File: config.mk
export PLATFORM = sky130hd
export DESIGN_NAME = gray_seq_monitor
export DESIGN_NICKNAME = d
export VERILOG_FILES = /design/src/rtl/gray_seq_monitor.sv
export SDC_FILE = /design/constraint.sdc
export NUM_CORES = 1
export LEC_CHECK = 0
export ABC_AREA = 1
export CORE_MARGIN = 10
export CORE_UTILIZATION = 53
export DETAILED_ROUTE_END_ITERATION = 8
export HOLD_SLACK_MARGIN = 0.08
export PLACE_DENSITY = 0.81
export SLEW_MARGIN = 20
export SYNTH_ARGS = -nofsm -noshare
export SYNTH_HDL_FRONTEND = slang
export SYNTH_SLANG_ARGS = --single-unit
export TNS_END_PERCENT = 5
File: constraint.sdc
create_clock -name clk -period 3.3 [get_ports clk]
set_input_delay 0.66 -clock clk [delete_from_list [all_inputs] [get_ports clk]]
set_output_delay 0.66 -clock clk [all_outputs]
set_load 0.02 [all_outputs]
File: src/rtl/gray_seq_monitor.sv
// Gray-code sequence monitor: classifies each valid sample as up/down step, hold or error,
// tracks lock on a run of up-steps. Define GRAY_SEQ_MONITOR_WRAP_CNT_EN to build wrap_count.
module gray_seq_monitor #(
    parameter int unsigned WIDTH    = 2,
    parameter int unsigned LOCK_CNT = 4,
    parameter int unsigned ERR_W    = 8
) (
    input  logic             clk,
    input  logic             reset,
    input  logic             in_valid,
    input  logic [WIDTH-1:0] gray_in,
    output logic [WIDTH-1:0] bin_out,
    output logic             step_up,
    output logic             step_dn,
    output logic             err_pulse,
    output logic [ERR_W-1:0] err_count,
    output logic             locked,
    output logic [15:0]      wrap_count
);

    typedef enum logic [1:0] {StUnlock, StAcq, StLock} state_e;

    state_e           r_state, w_state_nxt;
    logic [3:0]       r_run, w_run_nxt;
    logic [WIDTH-1:0] r_prev_gray, r_bin;
    logic             r_step_up, r_step_dn, r_err;
    logic [ERR_W-1:0] r_err_cnt;
    logic             r_locked;

    logic [WIDTH-1:0] w_bin;
    logic [WIDTH-1:0] w_diff;
    logic             w_hold, w_one, w_seeded;
    logic             w_up, w_dn, w_err;
    logic [3:0]       w_run_inc;

    always_comb begin
        w_bin = '0;
        for (int i = 0; i < int'(WIDTH); i++) begin
            w_bin[i] = ^(gray_in >> i);
        end
    end

    assign w_diff    = gray_in ^ r_prev_gray;
    assign w_hold    = (w_diff == '0);
    assign w_one     = !w_hold && ((w_diff & (w_diff - WIDTH'(1))) == '0);
    // The first-sample flag is the UNLOCK state itself.
    assign w_seeded  = (r_state != StUnlock);
    assign w_up      = in_valid && w_seeded && w_one && (w_bin == r_bin + WIDTH'(1));
    assign w_dn      = in_valid && w_seeded && w_one && (w_bin != r_bin + WIDTH'(1));
    assign w_err     = in_valid && w_seeded && !w_hold && !w_one;
    assign w_run_inc = r_run + 4'd1;

    always_comb begin
        w_state_nxt = r_state;
        w_run_nxt   = r_run;
        if (in_valid) begin
            case (r_state)
                StUnlock: begin
                    w_state_nxt = StAcq;
                    w_run_nxt   = 4'd0;
                end
                StAcq: begin
                    if (w_up) begin
                        w_run_nxt = w_run_inc;
                        if (w_run_inc >= 4'(LOCK_CNT)) w_state_nxt = StLock;
                    end else if (w_dn || w_err) begin
                        w_run_nxt = 4'd0;
                    end
                end
                StLock: begin
                    if (w_dn || w_err) begin
                        w_state_nxt = StAcq;
                        w_run_nxt   = 4'd0;
                    end
                end
                default: begin
                    w_state_nxt = StUnlock;
                    w_run_nxt   = 4'd0;
                end
            endcase
        end
    end

    always_ff @(posedge clk) begin
        if (reset) begin
            r_state     <= StUnlock;
            r_run       <= 4'd0;
            r_prev_gray <= '0;
            r_bin       <= '0;
            r_step_up   <= 1'b0;
            r_step_dn   <= 1'b0;
            r_err       <= 1'b0;
            r_err_cnt   <= '0;
            r_locked    <= 1'b0;
        end else begin
            r_state   <= w_state_nxt;
            r_run     <= w_run_nxt;
            r_step_up <= w_up;
            r_step_dn <= w_dn;
            r_err     <= w_err;
            r_locked  <= (w_state_nxt == StLock);
            if (in_valid) begin
                r_prev_gray <= gray_in;
                r_bin       <= w_bin;
            end
            if (w_err && (r_err_cnt != {ERR_W{1'b1}})) r_err_cnt <= r_err_cnt + ERR_W'(1);
        end
    end

`ifdef GRAY_SEQ_MONITOR_WRAP_CNT_EN
    logic [15:0] r_wrap;
    logic        w_wrap_hit;

    assign w_wrap_hit = w_up && (r_bin == {WIDTH{1'b1}});

    always_ff @(posedge clk) begin
        if (reset) begin
            r_wrap <= 16'd0;
        end else if (w_wrap_hit) begin
            r_wrap <= r_wrap + 16'd1;
        end
    end

    assign wrap_count = r_wrap;
`else
    assign wrap_count = 16'd0;
`endif

    assign bin_out   = r_bin;
    assign step_up   = r_step_up;
    assign step_dn   = r_step_dn;
    assign err_pulse = r_err;
    assign err_count = r_err_cnt;
    assign locked    = r_locked;

endmodule

# ---- Yosys cells after proc, flatten, opt, wreduce, memory -nomap -nowiden
# Cells that the tools add are included.
dict set report op_classes {
  addsub 4
  multipliers 0
  div 0
  order_cmp 1
  eq_ne 6
  shifts 0
  mux 8
  bitwise_logic 2
  n_reduce_logical 17
}
# cell count
set ops {}
lappend ops {{$add 8x1->8 const B} 1}
lappend ops {{$logic_and 1x1->1} 8}
lappend ops {{$mux 2} 4}
lappend ops {{$mux 4} 2}
lappend ops {{$ne 8x8->1 const B} 1}
lappend ops {{$pmux 4 s2} 1}
lappend ops {{$logic_not 2->1} 3}
lappend ops {{$pmux 2 s3} 1}
lappend ops {{$add 4x1->4 const B} 1}
lappend ops {{$eq 2x2->1 const B} 2}
lappend ops {{$ge 4x3->1 const B} 1}
lappend ops {{$reduce_xor 2->1} 2}
lappend ops {{$add 2x1->2 const B} 1}
lappend ops {{$and 2x2->2} 1}
lappend ops {{$eq 2x1->1 const B} 1}
lappend ops {{$eq 2x2->1} 1}
lappend ops {{$logic_not 1->1} 2}
lappend ops {{$ne 2x2->1} 1}
lappend ops {{$reduce_bool 2->1} 1}
lappend ops {{$sub 2x1->2 const B} 1}
lappend ops {{$xor 2x2->2} 1}
lappend ops {{$logic_or 1x1->1} 1}
dict set report word_totals {
  ff_bits 22
  latch_bits 0
  ram_bits 0
  romBits 0
  in_bits 5
  out_inout_bits 30
  elab_cells 47
  mem_count 0
}

# ---- Longest topological paths before layout
# Gate-level depths: netlist of run 1.
dict set report logic_depth {
  depth_word 12
  ltp_mapped 14
  depth_no_buf 14
}

# ---- Worst setup path before layout of run 1
# Ideal clock, no wire load.
dict set report synth_timing {
  path_type {input to register}
  startpoint {in gray_in[1]}
  endpoint {reg r_state[0]}
  setup_ns 0.131
  arrival_time_ns 1.877
  t_required_ns 3.169
  setup_slack_ns 1.292
  cell_stages 13
  n_path_buf 0
  cell_sequence {inv_2 nand2_1 nand2_2 ha_1 inv_1 nor2_8 inv_2 nor2_2 o21ai_1 nand2_1 nand3_1 nand2_1 a21oi_2}
}
dict set report synth_between {
  elab_chain_len 11
  elab_cells_between_ends 22
  classes_between {add/sub (1); eq/ne (2); mux (4); bitwise (2); reduce/logical (13)}
}
# element line
set synth_rtl {}
lappend synth_rtl {{from (decl)} 11} ;# input logic [WIDTH-1:0] gray_in,
lappend synth_rtl {{$xor 2x2->2} 43} ;# assign w_diff = gray_in ^ r_prev_gray;
lappend synth_rtl {{$sub 2x1->2} 45} ;# assign w_one = !w_hold && ((w_diff & (w_diff - WIDTH'(1))) == '0);
lappend synth_rtl {{$and 2x2->2} 45}
lappend synth_rtl {{$logic_not 2->1} 45}
lappend synth_rtl {{$logic_and 1x1->1} 45}
lappend synth_rtl {{$logic_and 1x1->1 or $logic_not 1->1 (tied branches)} {48, 49, 50}}
lappend synth_rtl {{$logic_and 1x1->1, on equally long branches} {49, 50}}
lappend synth_rtl {{$logic_or 1x1->1} 71} ;# if (w_dn || w_err) begin
lappend synth_rtl {{$mux 2} 71}
lappend synth_rtl {{$pmux 2 s3 (*)} 57} ;# case (r_state)
lappend synth_rtl {{$mux 2 (*)} 56} ;# if (in_valid) begin
lappend synth_rtl {{to (signal assigned)} 86} ;# r_state <= StUnlock;
lappend synth_rtl {{to (signal assigned)} 96} ;# r_state <= w_state_nxt;
lappend synth_rtl {{to (decl)} 23} ;# state_e r_state, w_state_nxt;
# Mark *: on every way between the ends. The rest lies on a longest branch, timed or not.
# A chain may end at the register's enable or synchronous reset.

# ---- Worst setup path in the final report of run 1
dict set report layout_timing {
  startpoint {in gray_in[1]}
  endpoint {reg r_locked, in the netlist locked}
}
dict set report layout_between {
  elab_chain_len 12
  elab_cells_between_ends 23
  classes_between {add/sub (1); eq/ne (3); mux (4); bitwise (2); reduce/logical (13)}
}
# element line
set layout_rtl {}
lappend layout_rtl {{$xor 2x2->2} 43}
lappend layout_rtl {{$sub 2x1->2} 45}
lappend layout_rtl {{$and 2x2->2} 45}
lappend layout_rtl {{$logic_not 2->1} 45}
lappend layout_rtl {{$logic_and 1x1->1} 45}
lappend layout_rtl {{$logic_and 1x1->1 or $logic_not 1->1 (tied branches)} {48, 49, 50}}
lappend layout_rtl {{$logic_and 1x1->1, on equally long branches} {49, 50}}
lappend layout_rtl {{$logic_or 1x1->1} 71}
lappend layout_rtl {{$mux 2} 71}
lappend layout_rtl {{$pmux 2 s3 (*)} 57}
lappend layout_rtl {{$mux 2 (*)} 56}
lappend layout_rtl {{$eq 2x2->1 (*)} 101} ;# r_locked <= (w_state_nxt == StLock);
lappend layout_rtl {{to (signal assigned)} 101}
lappend layout_rtl {{to (decl)} 28} ;# logic r_locked;
# Marked as above.

==> run_results.csv, run 1 <==
group,metric,value,unit
routing,routed_wl,2720,um
floorplanning,dieWidth,71.6,um
critical_path,critPathSlowestCell,"clkdlybuf4s50_1",
routing,routed-wl-met3,221,um
routing,ant_nets,0,
placed_design,dpl.hpwl,2160,um
clock_tree,cts_setup_buffers,0,
floorplanning,start_util,56.5,%
power_and_ir_drop,p_leak,0.773,nW
synthesis,syn_avg_cell_area,7.02,um2
clock_tree,cts_tree,"built",
clock_tree,ctsRootBufferMaster,"clkbuf_4",
placed_design,port_buffers,18,
global_routing,grt_start_max_net_pins,13,
critical_path,critPathMaxStageDelay,0.51,ns
placed_design,place_congestion,0.898,
sta,layout_setup_ws,0.957,ns
global_routing,grt_pass1_wl,4600,um
job,cap_violations,0,
sta,finClkSkew,0.00102,ns
synthesis,ys_ff_latch,21,
synthesis,syn_inst,201,
floorplanning,core-area,0.00250,mm2
clock_tree,ctsResizeCount,0,
sta,min_period_over_period,71.0,%
synthesis,syn-cell-area,0.00141,mm2
routing,vias,1152,
hold_path,hold_path_class,"register to register",
global_routing,grt_pass1_vias,1030,
routing,detail_route.iter0.violations,57,
synthesis,yosysSeqAreaShare,29.8,%
floorplanning,die_area,0.00513,mm2
critical_path,crit_type,"primary input to register",
routing,avgRoutedWirePerCell,10.8,um
routing,routed.top_layer,"met4",
global_routing,grt_usage,10.6,%
floorplanning,fp.dieH,71.6,um
critical_path,crit_top_cell,"nand2_1",
sta,hold_viol_final,0,
critical_path,crit_arrival,2.60,ns
routing,met1Wirelength,1170,um
floorplanning,rows,18,
power_and_ir_drop,ir_worst_vdd,0.336,mV
global_routing,antenna_found_initial,0,
clock_tree,clock_path_buffers,2,
critical_path,crit_chain,"clkdlybuf4s50_1 -> inv_2 -> nand2_1 -> nand2_2 -> ha_1 -> inv_1 -> nor2_8 -> inv_2 -> nor2_2 -> o21ai_1 -> nand2_1 -> nand3_1 -> nand2_1 -> nand2_1 -> nor2_1",
synthesis,async_flop_share,0,%
cells_and_area,drive_gt1_share,12.2,%
cells_and_area,synthToLayoutAreaGrowth,12.6,%
run_status,status,"complete, no violations",
cells_and_area,fin_area,0.00159,mm2
sta,setup_viol,0,
sta,fin_crit,2.34,ns
placed_design,placed_area,0.00156,mm2
cells_and_area,final_nets,234,
critical_path,crit_family,"simple AND/OR/NAND/NOR gates",
clock_tree,path_clk_slew,0.12,ns
power_and_ir_drop,total_power,0.490,mW
clock_tree,htree_levels,1,
critical_path,cp_data_required_time,3.55,ns
sta,slew_violations,0,
critical_path,path_buf_inv,4,
routing,viasPerCell,4.59,
synthesis,ys.flop_type,"dfxtp_1",
routing,dr.pass1.iters,4,
placed_design,pre_cts_ws,0.622,ns
synthesis,ys_types,28,
routing,drc_errors,0,
critical_path,cp-start-kind,"primary input",
clock_tree,ctsHoldBuffers,0,
critical_path,crit_fanout,4,
clock_tree,cts_buffers,3,
global_routing,overflow,0,
power_and_ir_drop,power_density,308,mW/mm2
clock_tree,insertion_delay,0.31,ns
cells_and_area,postLayoutCoreUtil,63.6,%
sta,timing.fmax,0.427,GHz
floorplanning,io_pins,35,
synthesis,yosysWarnings,0,
sta,tns,0,ns
cells_and_area,antenna_cells,0,
critical_path,crit_path_end_kind,"register",
sta,rsz0062_at_grt,"false",
clock_tree,cts.sinks,21,
routing,wl_met2,1310,um
synthesis,synth_edf_count,0,
==> final cells by class <==
class / count / area (um2)
clock buffer: 3 / 22.5
clock inverter: 1 / 5.00
fill: 241 / 911
inverter: 27 / 104
multi-input combinational: 150 / 812
sequential: 21 / 420
tap: 30 / 37.5
timing repair buffer: 19 / 188
==> state kept, by name, indices dropped and copies added, names as in the netlist <==
signal / cells
err_count: 8
r_run: 4
r_prev_gray: 2
r_state: 2
bin_out: 1
err_pulse: 1
locked: 1
step_dn: 1
step_up: 1
==> cell families (layout without fill, tap and decap cells) <==
kind of cell | after synthesis | count (layout) | synth area share [%]
adder cells (fa/ha/maj) | 7 | 7 | 6.21
buffers and inverters | 45 | 50 | 16.7
XOR/XNOR | 5 | 5 | 3.10
AO/OA/AOI/OAI | 22 | 22 | 8.33
other | 1 | 16 | 0.266
AND/OR/NAND/NOR | 100 | 100 | 35.6
flip-flops | 21 | 21 | 29.8
==> cell usage in the layout, fill, tap and decap left out, drive strengths merged, types with 2 or more instances in the layout <==
master,instances
nand2,60
xnor2,3
nor2,16
inv,27
clkbuf,3
nand3,19
ha,7
a21oi,12
nor3,2
clkdlybuf4s50,18
xor2,2
conb,16
dfxtp,21
o21ai,10
==> routing by layer <==
| layer | track usage [%] | vias up |
|---|---|---|
| met2 | 17.9 | 23 |
| met4 | 1.94 | 0 |
| met5 | 0 | - |
| li1 | - | 636 |
| met1 | 11.8 | 491 |
| met3 | 5.10 | 2 |
==> path summary, 6_finish.rpt <==
| path | startpoint | endpoint | slack (ns) | cells past startpoint |
|---|---|---|---|---|
| min reg2reg | r_run[3]$_SDFFE_PP0P_ | r_run[3]$_SDFFE_PP0P_ | 0.52 | 2 |
| max | gray_in[1] | locked$_SDFF_PP0_ | 0.96 | 15 |
| min | r_run[3]$_SDFFE_PP0P_ | r_run[3]$_SDFFE_PP0P_ | 0.52 | 2 |
| max reg2reg | r_prev_gray[1]$_SDFFE_PP0P_ | locked$_SDFF_PP0_ | 1.44 | 14 |
==> worst min-delay path, stage by stage (launching register included) <==
cell     delay [ns]
dfxtp_1        0.36
nand2_1        0.07
a21oi_1        0.06
==> Yosys cell counts, types with 3 or more instances <==
cell type	instances	share of area, %
a21oi_1	10	3.5
buf_4	17	9.0
nand3_1	15	5.3
nor2_1	13	3.5
nand3_2	4	2.8
ha_1	7	6.2
nand2_1	56	15
o21ai_0	3	1.1
dfxtp_1	21	30
o21ai_1	7	2.5
xnor2_1	3	1.9
inv_1	20	5.3
inv_2	6	1.6
==> power breakdown <==
group | internal (mW) | switching, mW | total (mW)
Clock | 0.0453 | 0.0808 | 0.126
Combinational | 0.0307 | 0.0687 | 0.0994
Sequential | 0.259 | 0.00508 | 0.264
==> through the flow <==
| stage | hold slack (ns) | instances |
|---|---|---|
| 2_1_floorplan | 0.484 | 216 |
| 3_3_place_gp | 0.485 | 247 |
| 3_5_place_dp | 0.494 | 247 |
| 4_1_cts | 0.525 | 251 |
| 5_1_grt | 0.553 | 251 |
| 6_report | 0.520 | 251 |
Note: power is estimated with default switching activity, not from simulation.
==> inputs of run 2 (changes only) <==
--- a/config.mk
+++ b/config.mk
@@ -7,10 +7,10 @@
 export LEC_CHECK = 0
 export ABC_AREA = 1
 export CORE_MARGIN = 10
-export CORE_UTILIZATION = 53
+export CORE_UTILIZATION = 44
 export DETAILED_ROUTE_END_ITERATION = 8
 export HOLD_SLACK_MARGIN = 0.08
-export PLACE_DENSITY = 0.81
+export PLACE_DENSITY = 0.71
 export SLEW_MARGIN = 20
 export SYNTH_ARGS = -nofsm -noshare
 export SYNTH_HDL_FRONTEND = slang
==> constraint.sdc (replaced) <==
create_clock -name clk -period 2.15 [get_ports clk]
set_input_delay 0.43 -clock clk [delete_from_list [all_inputs] [get_ports clk]]
set_output_delay 0.43 -clock clk [all_outputs]
set_load 0.02 [all_outputs]
==> run_results.csv, run 2 (synthesized netlist as in run 1, its figures left out) <==
group,metric,value,unit
run_status,status,"complete, no violations",
power_and_ir_drop,p_int,0.527,mW
cells_and_area,num-fill-cells,311,
clock_tree,ctsRootBufferMaster,"clkbuf_4",
cells_and_area,postLayoutCoreUtil,55.1,%
power_and_ir_drop,pwr-share-comb,21.9,%
sta,setup_viol,0,
critical_path,crit_fanout,6,
routing,viasPerCell,4.45,
global_routing,antenna_found_initial,0,
placed_design,pre_cts_ws,-0.307,ns
clock_tree,cts.sinks,21,
power_and_ir_drop,pwr-share-seq,52.2,%
critical_path,cp_data_required_time,2.37,ns
cells_and_area,multi_input_area,825,um2
power_and_ir_drop,clkPwrFrac,25.9,%
sta,min_period_over_period,92.6,%
sta,layout_setup_ws,0.159,ns
floorplanning,die_area,0.00587,mm2
routing,routed_wl,2910,um
routing,detail_route.iter0.violations,23,
critical_path,cp-start-kind,"primary input",
cells_and_area,largest_reg_flops,8,
sta,hold_viol_final,0,
floorplanning,start_util,46.2,%
floorplanning,io_pins,35,
cells_and_area,antenna_cells,0,
critical_path,reg2regPathDepth,12,
cells_and_area,final_nets,242,
routing,vias,1214,
power_and_ir_drop,ir_worst_vdd,0.303,mV
power_and_ir_drop,p_leak,0.818,nW
job,cap_violations,0,
sta,timing.fmax,0.502,GHz
clock_tree,insertion_delay,0.31,ns
placed_design,port_buffers,18,
sta,finClkSkew,0.00240,ns
global_routing,grt_usage,9.80,%
clock_tree,clock_path_buffers,2,
routing,avgRoutedWirePerCell,10.7,um
global_routing,grt_start_max_net_pins,13,
critical_path,crit_arrival,2.21,ns
floorplanning,core-area,0.00305,mm2
global_routing,overflow,0,
global_routing,grt_pass1_wl,4920,um
clock_tree,ctsHoldBuffers,0,
clock_tree,cts_tree,"built",
power_and_ir_drop,power_density,462,mW/mm2
hold_path,hold_path_depth,4,
clock_tree,cts_buffers,3,
routing,drc_errors,0,
placed_design,place_congestion,0.850,
critical_path,crit_path_end_kind,"register",
floorplanning,fp.dieH,76.6,um
clock_tree,htree_levels,1,
clock_tree,path_clk_slew,0.13,ns
routing,ant_nets,0,
clock_tree,ctsResizeCount,0,
routing,dr.pass1.iters,4,
power_and_ir_drop,p_switching,0.251,mW
power_and_ir_drop,p_sw_share,32.2,%
cells_and_area,regArea,420,um2
floorplanning,dieWidth,76.6,um
sta,rsz0062_at_grt,"false",
sta,slew_violations,0,
cells_and_area,mostFrequentLayoutCell,"nand2_1",
floorplanning,rows,20,
placed_design,dpl.hpwl,2280,um
cells_and_area,drive_gt1_share,15.7,%
global_routing,grt_pass1_vias,1135,
hold_path,hold_path_class,"primary input to register",
clock_tree,cts_setup_buffers,0,
critical_path,crit_type,"primary input to register",
sta,fin_crit,1.99,ns
cells_and_area,layout_common_cells,"nand2_1 (56), dfxtp_1 (21), inv_1 (20), clkdlybuf4s50_1 (17), conb_1 (16)",
cells_and_area,synthToLayoutAreaGrowth,19.1,%
run 2: cell count changes in the layout (fill, tap and decap cells not counted):
cell | previous run | this run
buf_4 | 1 | 9
clkdlybuf4s50_1 | 18 | 17
dlymetal6s2s_1 | 0 | 1
ha_1 | 7 | 6
ha_4 | 0 | 1
run 2: worst max-delay path: stages:
cell             delay (ns)
clkdlybuf4s50_1        0.44
xnor2_1                0.28
ha_4                   0.27
nor3_4                 0.27
inv_2                  0.13
nand3_1                0.10
nand2_1                0.05
nand3_1                0.07
nand2_1                0.07
nand2_1                0.06
nor2_1                 0.04
run 2: layer usage:
| metal | share of wire, % | global-route usage (%) |
|---|---|---|
| met1 | 47 | 9.99 |
| met3 | 7.0 | 4.13 |
| met5 | 0 | 0 |
| met2 | 45 | 17.5 |
| met4 | 1.2 | 3.35 |
run 2: cell type report:
| class | count | share of cell area, % |
|---|---|---|
| Inverter | 27 | 6.18 |
| Sequential cell | 21 | 25.0 |
| Multi-Input combinational cell | 150 | 49.0 |
| Timing Repair Buffer | 27 | 14.9 |
| Tap cell | 44 | 3.27 |
| Clock buffer | 3 | 1.34 |
| Clock inverter | 1 | 0.298 |
run 2: final timing paths:
kind,startpoint,to,slack [ns]
worst min register to register,err_count[0]$_SDFFE_PP0P_,err_count[0]$_SDFFE_PP0P_,0.52
worst min-delay path,gray_in[1],r_prev_gray[1]$_SDFFE_PP0P_,0.51
worst max-delay path,gray_in[0],locked$_SDFF_PP0_,0.16
worst max register to register,r_prev_gray[1]$_SDFFE_PP0P_,locked$_SDFF_PP0_,0.33
run 2: metrics by stage:
stage | instance area [um2] | hold slack [ns] | std cells | total power [mW] | setup TNS (ns)
floorplan | 1470 | 0.484 | 216 | 0.552 | 0
global placement | 1640 | 0.493 | 269 | 0.577 | -2.66
detailed placement | 1640 | 0.487 | 269 | 0.578 | -3.12
CTS | 1670 | 0.520 | 273 | 0.782 | 0
global route | 1680 | 0.508 | 273 | 0.817 | 0
finish | 1680 | 0.506 | 273 | 0.777 | 0
run 2: power groups by stage:
stage	clock, mW	combinational [mW]	sequential, mW
6_report	0.201	0.170	0.406
5_1_grt	0.221	0.188	0.407
2_1_floorplan	0	0.133	0.418
3_5_place_dp	0	0.163	0.415
4_1_cts	0.212	0.164	0.406
3_3_place_gp	0	0.162	0.414
